$ cat src/rtl/bin_clock_core_if.sv
// Pin bundle of the binary clock core: control/button inputs and LED-bank outputs.
// Master drives the controls and buttons, slave is the clock core.
// No handshake: inputs are levels sampled every cycle, outputs are live levels.
interface bin_clock_core_if;
    logic       time_set;
    logic       id_switch;
    logic       hour_id;
    logic       minute_id;
    logic       seconds_id;
    logic       mode_24h;
    logic [4:0] hour_out;
    logic       meridiem_out;
    logic [5:0] minute_out;
    logic [5:0] seconds_out;
    logic       sec_pulse_o;

    modport master (
        output time_set, id_switch, hour_id, minute_id, seconds_id, mode_24h,
        input  hour_out, meridiem_out, minute_out, seconds_out, sec_pulse_o
    );

    modport slave (
        input  time_set, id_switch, hour_id, minute_id, seconds_id, mode_24h,
        output hour_out, meridiem_out, minute_out, seconds_out, sec_pulse_o
    );
endinterface

$ cat src/rtl/bin_clock_core.sv
// Binary h:m:s clock with 1 Hz prescaler, 12/24h display and debounced, auto-repeating set buttons.
// Latency: tick visible 1 cycle after prescaler wrap; button step visible DEBOUNCE_CYCLES+3 edges after press.
// No backpressure: buttons are free-running levels, steps outside set mode are dropped.
module bin_clock_core #(
    parameter int TICKS_PER_SEC   = 10_000_000,
    parameter int DEBOUNCE_CYCLES = 50_000,
    parameter int REPEAT_CYCLES   = 2_500_000
) (
    input  logic             clk_i,
    input  logic             reset_i,
    bin_clock_core_if.slave  bus
);

    localparam int PW = $clog2(TICKS_PER_SEC);
    localparam int DW = (DEBOUNCE_CYCLES > 1) ? $clog2(DEBOUNCE_CYCLES) : 1;
    localparam int RW = (REPEAT_CYCLES > 1) ? $clog2(REPEAT_CYCLES) : 1;

    localparam logic [PW-1:0] PRE_LAST = PW'(TICKS_PER_SEC - 1);
    localparam logic [DW-1:0] DEB_LAST = DW'(DEBOUNCE_CYCLES - 1);
    localparam logic [RW-1:0] REP_LAST = RW'(REPEAT_CYCLES - 1);

    logic [PW-1:0] presc;
    logic [4:0]    hour24;
    logic [5:0]    minute_q;
    logic [5:0]    second_q;
    logic          pulse_q;

    // bit 0 = seconds, bit 1 = minutes, bit 2 = hours
    logic [2:0] btn_raw;
    logic [2:0] step;

    assign btn_raw = {bus.hour_id, bus.minute_id, bus.seconds_id};

    for (genvar i = 0; i < 3; i++) begin : g_btn
        logic          s1;
        logic          s2;
        logic          lvl;
        logic          lvl_d;
        logic [DW-1:0] dcnt;
        logic          rise;
        logic          rep_fire;

        assign rise = lvl & ~lvl_d;

        // Level flips only after DEBOUNCE_CYCLES consecutive disagreeing samples.
        always_ff @(posedge clk_i or posedge reset_i) begin
            if (reset_i) begin
                s1    <= 1'b0;
                s2    <= 1'b0;
                lvl   <= 1'b0;
                lvl_d <= 1'b0;
                dcnt  <= '0;
            end else begin
                s1    <= btn_raw[i];
                s2    <= s1;
                lvl_d <= lvl;
                if (s2 != lvl) begin
                    if (dcnt == DEB_LAST) begin
                        lvl  <= s2;
                        dcnt <= '0;
                    end else begin
                        dcnt <= dcnt + 1'b1;
                    end
                end else begin
                    dcnt <= '0;
                end
            end
        end

        if (REPEAT_CYCLES > 0) begin : g_rep
            logic [RW-1:0] rcnt;

            // Phase is anchored to the press step; releasing clears it at once.
            always_ff @(posedge clk_i or posedge reset_i) begin
                if (reset_i) begin
                    rcnt <= '0;
                end else if (!lvl || rise || rcnt == REP_LAST) begin
                    rcnt <= '0;
                end else begin
                    rcnt <= rcnt + 1'b1;
                end
            end

            assign rep_fire = lvl & lvl_d & (rcnt == REP_LAST);
        end else begin : g_norep
            assign rep_fire = 1'b0;
        end

        assign step[i] = rise | rep_fire;
    end

    function automatic logic [5:0] wrap60(input logic [5:0] v, input logic up);
        if (up) return (v == 6'd59) ? 6'd0 : v + 6'd1;
        else    return (v == 6'd0) ? 6'd59 : v - 6'd1;
    endfunction

    function automatic logic [4:0] wrap24(input logic [4:0] v, input logic up);
        if (up) return (v == 5'd23) ? 5'd0 : v + 5'd1;
        else    return (v == 5'd0) ? 5'd23 : v - 5'd1;
    endfunction

    always_ff @(posedge clk_i or posedge reset_i) begin
        if (reset_i) begin
            presc    <= '0;
            hour24   <= '0;
            minute_q <= '0;
            second_q <= '0;
            pulse_q  <= 1'b0;
        end else if (bus.time_set) begin
            // Frozen time; each field steps independently, no carries.
            presc   <= '0;
            pulse_q <= 1'b0;
            if (step[0]) second_q <= wrap60(second_q, bus.id_switch);
            if (step[1]) minute_q <= wrap60(minute_q, bus.id_switch);
            if (step[2]) hour24   <= wrap24(hour24, bus.id_switch);
        end else if (presc == PRE_LAST) begin
            presc   <= '0;
            pulse_q <= 1'b1;
            if (second_q == 6'd59) begin
                second_q <= 6'd0;
                if (minute_q == 6'd59) begin
                    minute_q <= 6'd0;
                    hour24   <= wrap24(hour24, 1'b1);
                end else begin
                    minute_q <= minute_q + 6'd1;
                end
            end else begin
                second_q <= second_q + 6'd1;
            end
        end else begin
            presc   <= presc + 1'b1;
            pulse_q <= 1'b0;
        end
    end

    logic [4:0] hour12;

    always_comb begin
        hour12 = (hour24 >= 5'd12) ? hour24 - 5'd12 : hour24;
        if (hour12 == 5'd0) hour12 = 5'd12;
    end

    assign bus.hour_out     = bus.mode_24h ? hour24 : hour12;
    assign bus.meridiem_out = ~bus.mode_24h & (hour24 >= 5'd12);
    assign bus.minute_out   = minute_q;
    assign bus.seconds_out  = second_q;
    assign bus.sec_pulse_o  = pulse_q;

endmodule

$ cat src/flat_wrapper.sv
// flat-port wrapper written by rule: the top's interface ports become plain ports
module bin_clock_core_flat 
#(
    parameter int TICKS_PER_SEC   = 10_000_000,
    parameter int DEBOUNCE_CYCLES = 50_000,
    parameter int REPEAT_CYCLES   = 2_500_000
)
  (clk_i, reset_i, bus_time_set, bus_id_switch, bus_hour_id, bus_minute_id, bus_seconds_id, bus_mode_24h, bus_hour_out, bus_meridiem_out, bus_minute_out, bus_seconds_out, bus_sec_pulse_o);
  bin_clock_core_if bus_i ();
  input  logic clk_i;
  input  logic reset_i;
  input wire logic [$bits(bus_i.time_set)-1:0] bus_time_set;
  input wire logic [$bits(bus_i.id_switch)-1:0] bus_id_switch;
  input wire logic [$bits(bus_i.hour_id)-1:0] bus_hour_id;
  input wire logic [$bits(bus_i.minute_id)-1:0] bus_minute_id;
  input wire logic [$bits(bus_i.seconds_id)-1:0] bus_seconds_id;
  input wire logic [$bits(bus_i.mode_24h)-1:0] bus_mode_24h;
  output wire logic [$bits(bus_i.hour_out)-1:0] bus_hour_out;
  output wire logic [$bits(bus_i.meridiem_out)-1:0] bus_meridiem_out;
  output wire logic [$bits(bus_i.minute_out)-1:0] bus_minute_out;
  output wire logic [$bits(bus_i.seconds_out)-1:0] bus_seconds_out;
  output wire logic [$bits(bus_i.sec_pulse_o)-1:0] bus_sec_pulse_o;
  assign bus_i.time_set = bus_time_set;
  assign bus_i.id_switch = bus_id_switch;
  assign bus_i.hour_id = bus_hour_id;
  assign bus_i.minute_id = bus_minute_id;
  assign bus_i.seconds_id = bus_seconds_id;
  assign bus_i.mode_24h = bus_mode_24h;
  assign bus_hour_out = bus_i.hour_out;
  assign bus_meridiem_out = bus_i.meridiem_out;
  assign bus_minute_out = bus_i.minute_out;
  assign bus_seconds_out = bus_i.seconds_out;
  assign bus_sec_pulse_o = bus_i.sec_pulse_o;
  bin_clock_core #(.TICKS_PER_SEC(TICKS_PER_SEC), .DEBOUNCE_CYCLES(DEBOUNCE_CYCLES), .REPEAT_CYCLES(REPEAT_CYCLES)) u_core (.clk_i(clk_i), .reset_i(reset_i), .bus(bus_i));
endmodule
$ cat config.mk
export PLATFORM = sky130hd
export DESIGN_NAME = bin_clock_core_flat
export DESIGN_NICKNAME = d
export VERILOG_FILES = /design/src/rtl/bin_clock_core_if.sv /design/src/rtl/bin_clock_core.sv /design/src/flat_wrapper.sv
export SDC_FILE = /design/constraint.sdc
export NUM_CORES = 1
export LEC_CHECK = 0
export CELL_PAD_IN_SITES_DETAIL_PLACEMENT = 0
export CELL_PAD_IN_SITES_GLOBAL_PLACEMENT = 1
export CORE_ASPECT_RATIO = 2
export CORE_MARGIN = 4
export CORE_UTILIZATION = 50
export DETAILED_ROUTE_END_ITERATION = 8
export PLACE_DENSITY = 0.82
export SYNTH_ARGS = -nofsm -noshare
export SYNTH_HDL_FRONTEND = slang
export SYNTH_SLANG_ARGS = --single-unit
$ cat constraint.sdc
create_clock -name clk_i -period 12.1 [get_ports clk_i]
set_input_delay 1.21 -clock clk_i [delete_from_list [all_inputs] [get_ports clk_i]]
set_output_delay 1.21 -clock clk_i [all_outputs]
set_load 0.01 [all_outputs]
==> results of run 1 <==
-- worst register-to-register path, stage by stage, from the launching register on --
cell	delay, ps
dfrtp_1	390
ha_1	230
nand4_1	150
or4b_4	600
o211ai_1	760
buf_4	330
nor2_1	70
-- power by group through the flow --
| stage | sequential [mW] | clock (mW) | combinational [mW] |
|---|---|---|---|
| 2_1_floorplan | 0.584 | 0 | 0.0275 |
| 3_3_place_gp | 0.585 | 0 | 0.0429 |
| 3_5_place_dp | 0.585 | 0 | 0.0429 |
| 4_1_cts | 0.574 | 0.590 | 0.0432 |
| 5_1_grt | 0.575 | 0.608 | 0.0481 |
| 6_report | 0.574 | 0.571 | 0.0416 |
-- Yosys cell counts (2+ instances only) --
library cell / n / share of area
mux2i_1: 2 / 0.0023
or4_1: 2 / 0.0017
dfrtp_1: 168 / 0.48
nor3b_1: 2 / 0.0017
nand4b_1: 2 / 0.0020
a31oi_1: 3 / 0.0021
clkbuf_1: 19 / 0.0081
nor4bb_1: 2 / 0.0023
nor3_1: 30 / 0.017
buf_2: 4 / 0.0023
a21o_1: 2 / 0.0017
nand2b_1: 3 / 0.0021
or3_1: 5 / 0.0036
ha_1: 19 / 0.027
nand4_1: 39 / 0.028
nand2_1: 75 / 0.032
o21ai_0: 17 / 0.0097
xnor2_1: 61 / 0.061
nor4b_1: 8 / 0.0080
xor2_1: 67 / 0.067
nor4_1: 15 / 0.011
nor2b_1: 5 / 0.0036
and2_1: 10 / 0.0071
nand3_1: 59 / 0.034
or2_2: 2 / 0.0014
o21ai_1: 4 / 0.0023
nor2_1: 167 / 0.072
o21bai_1: 3 / 0.0026
inv_1: 25 / 0.011
and4_1: 16 / 0.016
o2bb2ai_1: 9 / 0.0090
o22ai_1: 8 / 0.0057
nor2_2: 2 / 0.0014
and3_1: 24 / 0.017
a21oi_1: 23 / 0.013
mux2_2: 3 / 0.0039
-- metal layers --
metal	GRT usage	wire length, um	up-vias	share of wire
met4	0.0804	438	0	0.024
met2	0.364	10300	79	0.56
li1	-	-	3275	-
met3	0.0304	337	31	0.018
met5	0	0	-	0
met1	0.223	7330	3312	0.40
-- state kept, by name (all words and copies together), names as in the netlist, 5 cells and up --
register and cells:
u_core.g_btn.dcnt 48, u_core.bus.minute_out 6, u_core.g_btn.g_rep.rcnt 66, u_core.presc 24, u_core.hour24 5, u_core.bus.seconds_out 6
-- final cells by class --
cell class,count,area [um2]
Fill cell,1565,7440
Tap cell,210,263
Inverter,25,98.8
Timing Repair Buffer,29,283
Multi-Input combinational cell,714,4360
Clock buffer,18,429
Clock inverter,14,188
Sequential cell,168,4200
-- kinds of logic after synthesis --
group,count (synthesis),synth area share
flops,168,0.480
compound gates,85,0.0655
fa+ha+maj,19,0.0272
mux,5,0.00614
simple gates,477,0.272
buf+inv,49,0.0216
xor+xnor,128,0.128
-- placed cells by master, fill, tap and decap left out, types with 23 or more instances in the layout --
cell / n
dfrtp_1: 168
nor2_1: 167
nand2_1: 75
xor2_1: 67
xnor2_1: 61
nand3_1: 59
nand4_1: 39
nor3_1: 30
clkdlybuf4s50_1: 26
inv_1: 24
and3_1: 24
a21oi_1: 23
-- through the flow --
stage | hold WS [ps] | std cells | util | instance area, um2 | setup WS (ps)
3_3_place_gp | 333 | 1146 | 0.533 | 9210 | 8310
2_1_floorplan | 331 | 931 | - | 8760 | 6340
3_5_place_dp | 345 | 1146 | 0.533 | 9210 | 8300
5_1_grt | 354 | 1178 | 0.569 | 9830 | 8030
6_report | 350 | 1178 | 0.569 | 9830 | 8240
4_1_cts | 351 | 1178 | 0.569 | 9830 | 8190
-- path summary, 6_finish.rpt --
kind | startpoint | endpoint | slack [ps]
min in group asynchronous | reset_i | u_core.bus.minute_out[0] | 1300
max reg2reg | u_core.g_btn[0].g_rep.rcnt[0] | u_core.g_btn[0].g_rep.rcnt[4] | 9470
max | u_core.hour24[2] | bus_hour_out[3] | 8240
min | u_core.g_btn[1].s1 | u_core.g_btn[1].s2 | 350
min reg2reg | u_core.g_btn[1].s1 | u_core.g_btn[1].s2 | 350
max in group asynchronous | reset_i | u_core.g_btn[0].g_rep.rcnt[13] | 9310
==> key figures, run 1 <==
GRT
  • Initial antenna violation count: 0
  • Total track usage: 0.199
  • First-pass GRT wire length: 32100 um
  • Largest net degree at the start of global routing: 89
  • Gr ovfl total: 0
  • Vias in the first global route: 6950

Worst hold path
  • Hold WC Path Type: flop to flop
  • Hold path cells: 0

Power and ir drop
  • Clock power share: 0.481
  • Total power: 1.19 mW
  • Switch share: 0.230
  • Leakage: 4.04 nW
  • Internal power: 0.914 mW
  • P per Cell Area: 121 nW/um2
  • Psw: 0.273 mW
  • VDD IR-drop max: 0.113 mV
  • Logic pwr share: 0.035
  • Seq pwr share: 0.484

Critical path
  • Worst Reg-to-Reg Cells: 6
  • Critical Path End Type: output pin
  • Max incr delay on CP: 550 ps
  • Critical path cell sequence: inv_1 > ha_1 > nor3_1 > o21ai_0 > a21oi_1 > a2bb2oi_1 > clkdlybuf4s50_1
  • Crit path kind: flop to output pin
  • Worst Path Arrival: 2650 ps
  • CP Data Required Time: 10890 ps
  • WP depth: 7
  • Top cell family by delay on the critical path: buffers and inverters
  • CP max FO: 9
  • Crit start category: flop
  • CP max stage cell: clkdlybuf4s50_1
  • Crit path buf inv count: 2

Route
  • ANT nets after route: 0
  • WL final: 18400 um
  • Drt via density: 5.69
  • Starting DRT DRC Count: 249
  • Post-detailed-route wirelength per cell: 15.6 um
  • First-pass detailed-route iteration total: 5
  • # DRC: 0
  • Via count: 6697

Clock tree
  • Clk Latency, worst-skew pair: 420 ps
  • TritonCTS clock tree: done
  • Clock root cell: clkbuf_16
  • CTS Buf Count: 17
  • Post-cts resize count: 0
  • H-tree levels: 4
  • Clk buf depth: 2
  • Clock Sinks: 168
  • # Post-CTS Setup Buffers: 0
  • Post-CTS Hold Buffers: 0
  • CTS clk-pin slew, worst paths: 70 ps

Timing
  • Fmax: 259 MHz
  • RSZ-0062 raised after global routing: false
  • Slew HR: 0.225
  • Period Utilization, post-route: 0.319
  • Min Clock Period, post-route: 3860 ps
  • Final hold violation count: 0
  • Least-Margin Pin Slew: 1150 ps
  • Post-route clock skew: 8.65 ps
  • Setup TNS: 0 ps
  • Final setup viols: 0
  • Max-slew violations: 0

Floorplan
  • Initial Util: 0.507
  • Io pins: 27
  • Core Area: 17300 um2
  • Number of core rows: 68
  • Die H: 195 um
  • Die ar.: 19800 um2
  • Die W: 102 um

Synthesis
  • Mapped Cells: 931
  • Asr flop ratio synth: 1.00
  • Synthesized cell area: 8760 um2
  • Post-synthesis net count: 958
  • Post-synth EDFFs: 0
  • Distinct cell type count after synthesis: 62
  • Synth Register Bits: 168
  • YS warnings: 0
  • Syn_area_per_cell: 9.40 um2
  • Prevailing post-synth register cell: dfrtp_1
  • Seq/Total Area, Yosys: 0.480

Job
  • Max Cap Viol: 0

Final layout
  • Fraction of final layout cells sized beyond drive strength 1: 0.0517
  • ANT cells: 0
  • Layout net count: 982
  • Area grow syn2layout: 12.2%

Run status
  • Status: finished, final reports clean

Placed design
  • GPL Wtd Cong: 0.851
  • PortBufs: 26
  • Post-DP HPWL: 12700 um
(Power assumes the default switching activity.)
==> run 2, diff against run 1 <==
--- a/config.mk
+++ b/config.mk
@@ -9,9 +9,9 @@
 export CELL_PAD_IN_SITES_GLOBAL_PLACEMENT = 1
 export CORE_ASPECT_RATIO = 2
 export CORE_MARGIN = 4
-export CORE_UTILIZATION = 50
+export CORE_UTILIZATION = 48
 export DETAILED_ROUTE_END_ITERATION = 8
-export PLACE_DENSITY = 0.82
+export PLACE_DENSITY = 0.79
 export SYNTH_ARGS = -nofsm -noshare
 export SYNTH_HDL_FRONTEND = slang
 export SYNTH_SLANG_ARGS = --single-unit
==> constraint.sdc (replaced) <==
create_clock -name clk_i -period 3.95 [get_ports clk_i]
set_input_delay 0.395 -clock clk_i [delete_from_list [all_inputs] [get_ports clk_i]]
set_output_delay 0.395 -clock clk_i [all_outputs]
set_load 0.01 [all_outputs]
==> run 2 against run 1 <==
- routed wire length fell by 0.85%
- worst hold slack got worse by 2.0 ps
- clock skew fell by 2.0 ps
- utilization fell by 1.9 points
- highest routed layer unchanged
- critical path depth did not move
- first-iteration DRC count rose by 0.80%
- sequential share of layout area barely moved
- global-route usage fell by 1.2 points
- setup slack got worse by 7300 ps
- flip-flop and latch count did not move
- non-clock buffer count rose by 3
- critical endpoint unchanged
- sequential power rose to 3.1 times the previous value
==> key figures, run 2 (synthesized netlist as in run 1, its figures left out) <==
Clock tree
  • Post-CTS Hold Buffers: 0
  • Clock Sinks: 168
  • # Post-CTS Setup Buffers: 0
  • Clk buf depth: 2
  • CTS Buf Count: 17
  • H-tree levels: 4
  • TritonCTS clock tree: done
  • Clk Latency, worst-skew pair: 420 ps
  • Clock root cell: clkbuf_16
  • Post-cts resize count: 0
  • CTS clk-pin slew, worst paths: 70 ps

Critical path
  • CP max FO: 9
  • Critical Path End Type: output pin
  • Max incr delay on CP: 550 ps
  • Worst Path Arrival: 2630 ps
  • Crit start category: flop
  • Critical path cell sequence: inv_1 > ha_1 > nor3_1 > o21ai_0 > a21oi_1 > a2bb2oi_1 > clkdlybuf4s50_1
  • Crit path buf inv count: 2
  • Top cell family by delay on the critical path: buffers and inverters
  • CP Data Required Time: 3560 ps
  • CP max stage cell: clkdlybuf4s50_1
  • Crit path kind: flop to output pin

Timing
  • Final hold violation count: 0
  • Final setup viols: 0
  • Slew HR: 0.259
  • Max-slew violations: 0
  • Least-Margin Pin Slew: 1100 ps
  • RSZ-0062 raised after global routing: false
  • Setup TNS: 0 ps
  • Fmax: 330 MHz
  • Fin worst setup slack: 924 ps
  • Min Clock Period, post-route: 3030 ps
  • Post-route clock skew: 6.66 ps
  • Period Utilization, post-route: 0.766
  • Final Hold Slack: 348 ps

Route
  • Drt via density: 5.64
  • ANT nets after route: 0
  • Post-detailed-route wirelength per cell: 15.4 um
  • # DRC: 0
  • WL final: 18200 um
  • First-pass detailed-route iteration total: 5
  • Starting DRT DRC Count: 251
  • Via count: 6676

Final layout
  • Largest registers: u_core.g_btn.g_rep.rcnt (66), u_core.g_btn.dcnt (48), u_core.presc (24)
  • Sequential Area: 4200 um2
  • Most flop-heavy register: u_core.g_btn.g_rep.rcnt
  • Commonest non-fill, non-tap cell in the layout: dfrtp_1
  • Layout net count: 985
  • Most frequent cells in the layout: 168 x dfrtp_1, 167 x nor2_1, 75 x nand2_1
  • Area grow syn2layout: 12.2%
  • Fill count: 1673
  • ANT cells: 0
  • Multi-input logic area: 4360 um2
  • Largest register FFs: 66
  • Fraction of final layout cells sized beyond drive strength 1: 0.0546

Placed design
  • Post-DP HPWL: 12800 um
  • PortBufs: 26
  • Place WS: 1310 ps
  • GPL Wtd Cong: 0.831

GRT
  • Initial antenna violation count: 0
  • Gr ovfl total: 0
  • First-pass GRT wire length: 31800 um
  • Total track usage: 0.186
  • Vias in the first global route: 6685
  • Largest net degree at the start of global routing: 54

Floorplan
  • Die H: 199 um
  • Core Area: 17900 um2
  • Die ar.: 20600 um2
  • Die W: 104 um
  • Initial Util: 0.490
  • Number of core rows: 69
  • Io pins: 27

Power and ir drop
  • P per Cell Area: 359 nW/um2
  • VDD IR-drop max: 0.364 mV
  • Leakage: 4.03 nW
  • Total power: 3.53 mW

Worst hold path
  • Hold WC Path Type: flop to flop

Job
  • Max Cap Viol: 0

Run status
  • Status: finished, final reports clean
==> run 2: path summary, 6_finish.rpt <==
kind / from / endpoint / slack [ps] / cells after the start
worst max-delay path: u_core.hour24[2] / bus_hour_out[3] / 920 / 7
worst min-delay path: u_core.g_btn[2].s1 / u_core.g_btn[2].s2 / 350 / 0
worst max register to register: u_core.presc[16] / u_core.bus.minute_out[3] / 1530 / 5
worst min register to register: u_core.g_btn[2].s1 / u_core.g_btn[2].s2 / 350 / 0
max in group asynchronous: reset_i / u_core.g_btn[2].dcnt[6] / 2660 / 3
min in group asynchronous: reset_i / u_core.bus.minute_out[0] / 420 / 2
==> run 2: cell type report <==
type                            count  share of cell area
Clock buffer                       18              0.0437
Clock inverter                     14              0.0152
Inverter                           25             0.00993
Multi-Input combinational cell    714               0.444
Sequential cell                   168               0.428
Tap cell                          213              0.0271
Timing Repair Buffer               32              0.0323
==> run 2: metal layers <==
layer  track usage  routed length, um
met5             0                  0
met4        0.0597                236
met3        0.0279                350
met2         0.358              10300
met1         0.211               7360
==> run 2: power by group <==
| group | switching, mW | leakage, nW | total, mW | internal, mW |
|---|---|---|---|---|
| clock network | 0.702 | 0.274 | 1.64 | 0.936 |
| registers | 0.0201 | 2.28 | 1.76 | 1.74 |
| logic | 0.0842 | 1.47 | 0.132 | 0.0477 |
==> run 2: stage by stage <==
stage | instance area (um2) | utilization | std cells
after floorplan | 8760 | - | 931
after global placement | 9250 | 0.518 | 1152
after detailed placement | 9250 | 0.518 | 1152
after CTS | 9830 | 0.550 | 1184
after global routing | 9830 | 0.550 | 1184
final | 9830 | 0.550 | 1184
==> run 3, diff against run 2 <==
--- a/config.mk
+++ b/config.mk
@@ -9,9 +9,9 @@
 export CELL_PAD_IN_SITES_GLOBAL_PLACEMENT = 1
 export CORE_ASPECT_RATIO = 2
 export CORE_MARGIN = 4
-export CORE_UTILIZATION = 48
+export CORE_UTILIZATION = 44
 export DETAILED_ROUTE_END_ITERATION = 8
-export PLACE_DENSITY = 0.79
+export PLACE_DENSITY = 0.77
 export SYNTH_ARGS = -nofsm -noshare
 export SYNTH_HDL_FRONTEND = slang
 export SYNTH_SLANG_ARGS = --single-unit
==> constraint.sdc (replaced) <==
create_clock -name clk_i -period 2.6 [get_ports clk_i]
set_input_delay 0.26 -clock clk_i [delete_from_list [all_inputs] [get_ports clk_i]]
set_output_delay 0.26 -clock clk_i [all_outputs]
set_load 0.01 [all_outputs]
==> run 3 against run 2 <==
- die area up 8.6%
- clock-buffer cell count up 1
- register-to-register slack worse by 1200 ps
- combinational power up 60%
- flip-flop and latch count unchanged
- sequential power up 52%
- via count up 2.3%
- worst hold slack worse by 270 ps
- largest power group is now clock
- highest routed layer unchanged
==> key figures, run 3 (synthesized netlist as in run 1, its figures left out) <==
Clock tree
  • CTS clk-pin slew, worst paths: 70 ps
  • Clock root cell: clkbuf_16
  • Clk Latency, worst-skew pair: 430 ps
  • CTS Buf Count: 17
  • Clk buf depth: 2
  • Clock Sinks: 168
  • H-tree levels: 4
  • TritonCTS clock tree: done
  • Post-CTS Hold Buffers: 0

Timing
  • Final hold violation count: 0
  • Fmax: 389 MHz
  • Period Utilization, post-route: 0.989
  • Post-route clock skew: 6.09 ps
  • Fin worst setup slack: 28.6 ps
  • Slew HR: 0.584
  • Max-slew violations: 0
  • Min Clock Period, post-route: 2570 ps
  • Least-Margin Pin Slew: 619 ps
  • Setup TNS: 0 ps
  • Final setup viols: 0
  • RSZ-0062 raised after global routing: true

GRT
  • Gr ovfl total: 0
  • Vias in the first global route: 7159
  • First-pass GRT wire length: 33700 um
  • Total track usage: 0.183
  • Largest net degree at the start of global routing: 100
  • Initial antenna violation count: 0

Final layout
  • Largest register FFs: 66
  • Area grow syn2layout: 16.3%
  • Most frequent cells in the layout: 167 x nor2_1, 167 x dfrtp_1, 75 x nand2_1
  • Post-Layout Cell Count: 1253
  • ANT cells: 0
  • Largest registers: u_core.g_btn.g_rep.rcnt (66), u_core.g_btn.dcnt (48), u_core.presc (24)
  • Most flop-heavy register: u_core.g_btn.g_rep.rcnt
  • Fraction of final layout cells sized beyond drive strength 1: 0.0855
  • Layout net count: 1008

Power and ir drop
  • P per Cell Area: 550 nW/um2
  • Leakage: 4.18 nW
  • Total power: 5.60 mW
  • VDD IR-drop max: 0.393 mV

Route
  • # DRC: 0
  • Drt via density: 5.45
  • Starting DRT DRC Count: 277
  • First-pass detailed-route iteration total: 6
  • ANT nets after route: 0
  • Post-detailed-route wirelength per cell: 15.2 um
  • WL final: 19000 um
  • Via count: 6829

Critical path
  • Crit path kind: flop to output pin
  • Worst Path Arrival: 2310 ps
  • Crit start category: flop
  • CP max FO: 7
  • CP Data Required Time: 2340 ps
  • Critical Path End Type: output pin

Floorplan
  • Core Area: 19500 um2
  • Die H: 208 um
  • Io pins: 27
  • Initial Util: 0.450
  • Die ar.: 22400 um2
  • Die W: 108 um
  • Number of core rows: 72

Placed design
  • Placed cell count: 1218
  • Post-DP HPWL: 13300 um
  • GPL Wtd Cong: 0.840
  • PortBufs: 26
  • Place WS: 131 ps

Worst hold path
  • Hold WC Path Type: input pin to asynchronous set/reset pin

Run status
  • Status: finished, final reports clean

Job
  • Max Cap Viol: 0
[run 3: path summary, 6_finish.rpt]
kind / from / to / cells after the start / slack, ps
min reg2reg: u_core.g_btn[0].s1 / u_core.g_btn[0].s2 / 0 / 350
min: reset_i / u_core.bus.minute_out[1] / 2 / 80
min in group clk_i: bus_hour_id / u_core.g_btn[2].s1 / 1 / 270
max in group asynchronous: reset_i / u_core.g_btn[1].dcnt[13] / 3 / 1790
max reg2reg: u_core.g_btn[0].g_rep.rcnt[0] / u_core.bus.seconds_out[0] / 6 / 370
max: u_core.hour24[2] / bus_hour_out[2] / 7 / 30
[run 3: metal layers]
layer | part of all wire | GRT usage | up-vias
li1 | - | - | 3334
met1 | 0.39 | 0.203 | 3377
met2 | 0.57 | 0.341 | 89
met3 | 0.022 | 0.0311 | 29
met4 | 0.022 | 0.0697 | 0
met5 | 0 | 0 | -
[run 3: what timing repair did]
item / CTS / global route
pin swaps: 0 / 1
setup endpoints to repair: 5 / 4
resized for setup: 8 / 4
hold endpoints to repair: 0 / 0
cloned: 0 / 0
setup buffers: 2 / 1
[run 3: worst max-delay path, stage by stage, from the launching register on]
cell and delay, ps:
dfrtp_2 440, ha_2 270, xnor2_2 160, nor3_2 140, o21ai_2 100, o21ai_0 90
o2bb2ai_1 140, clkdlybuf4s50_1 550
[run 3: metrics by stage]
step           instance area (um2)  hold slack, ps  utilization
2_1_floorplan                 8760             291            -
3_3_place_gp                  9480             334        0.487
3_5_place_dp                  9480             335        0.487
4_1_cts                      10200            62.2        0.522
5_1_grt                      10200            73.1        0.523
6_report                     10200            78.4        0.523
[run 3: final cells by class]
type	instances	area [um2]
fill	1861	9280
sequential	168	4210
clock buffer	19	443
tap	259	324
inverter	25	97.6
timing repair buffer	55	514
clock inverter	13	194
multi-input combinational	714	4400
[run 3: power breakdown]
part | internal (mW) | leakage, nW | switching (mW) | total [mW]
combinational | 0.0793 | 1.60 | 0.132 | 0.211
clock | 1.64 | 0.296 | 1.08 | 2.72
sequential | 2.64 | 2.28 | 0.0292 | 2.67
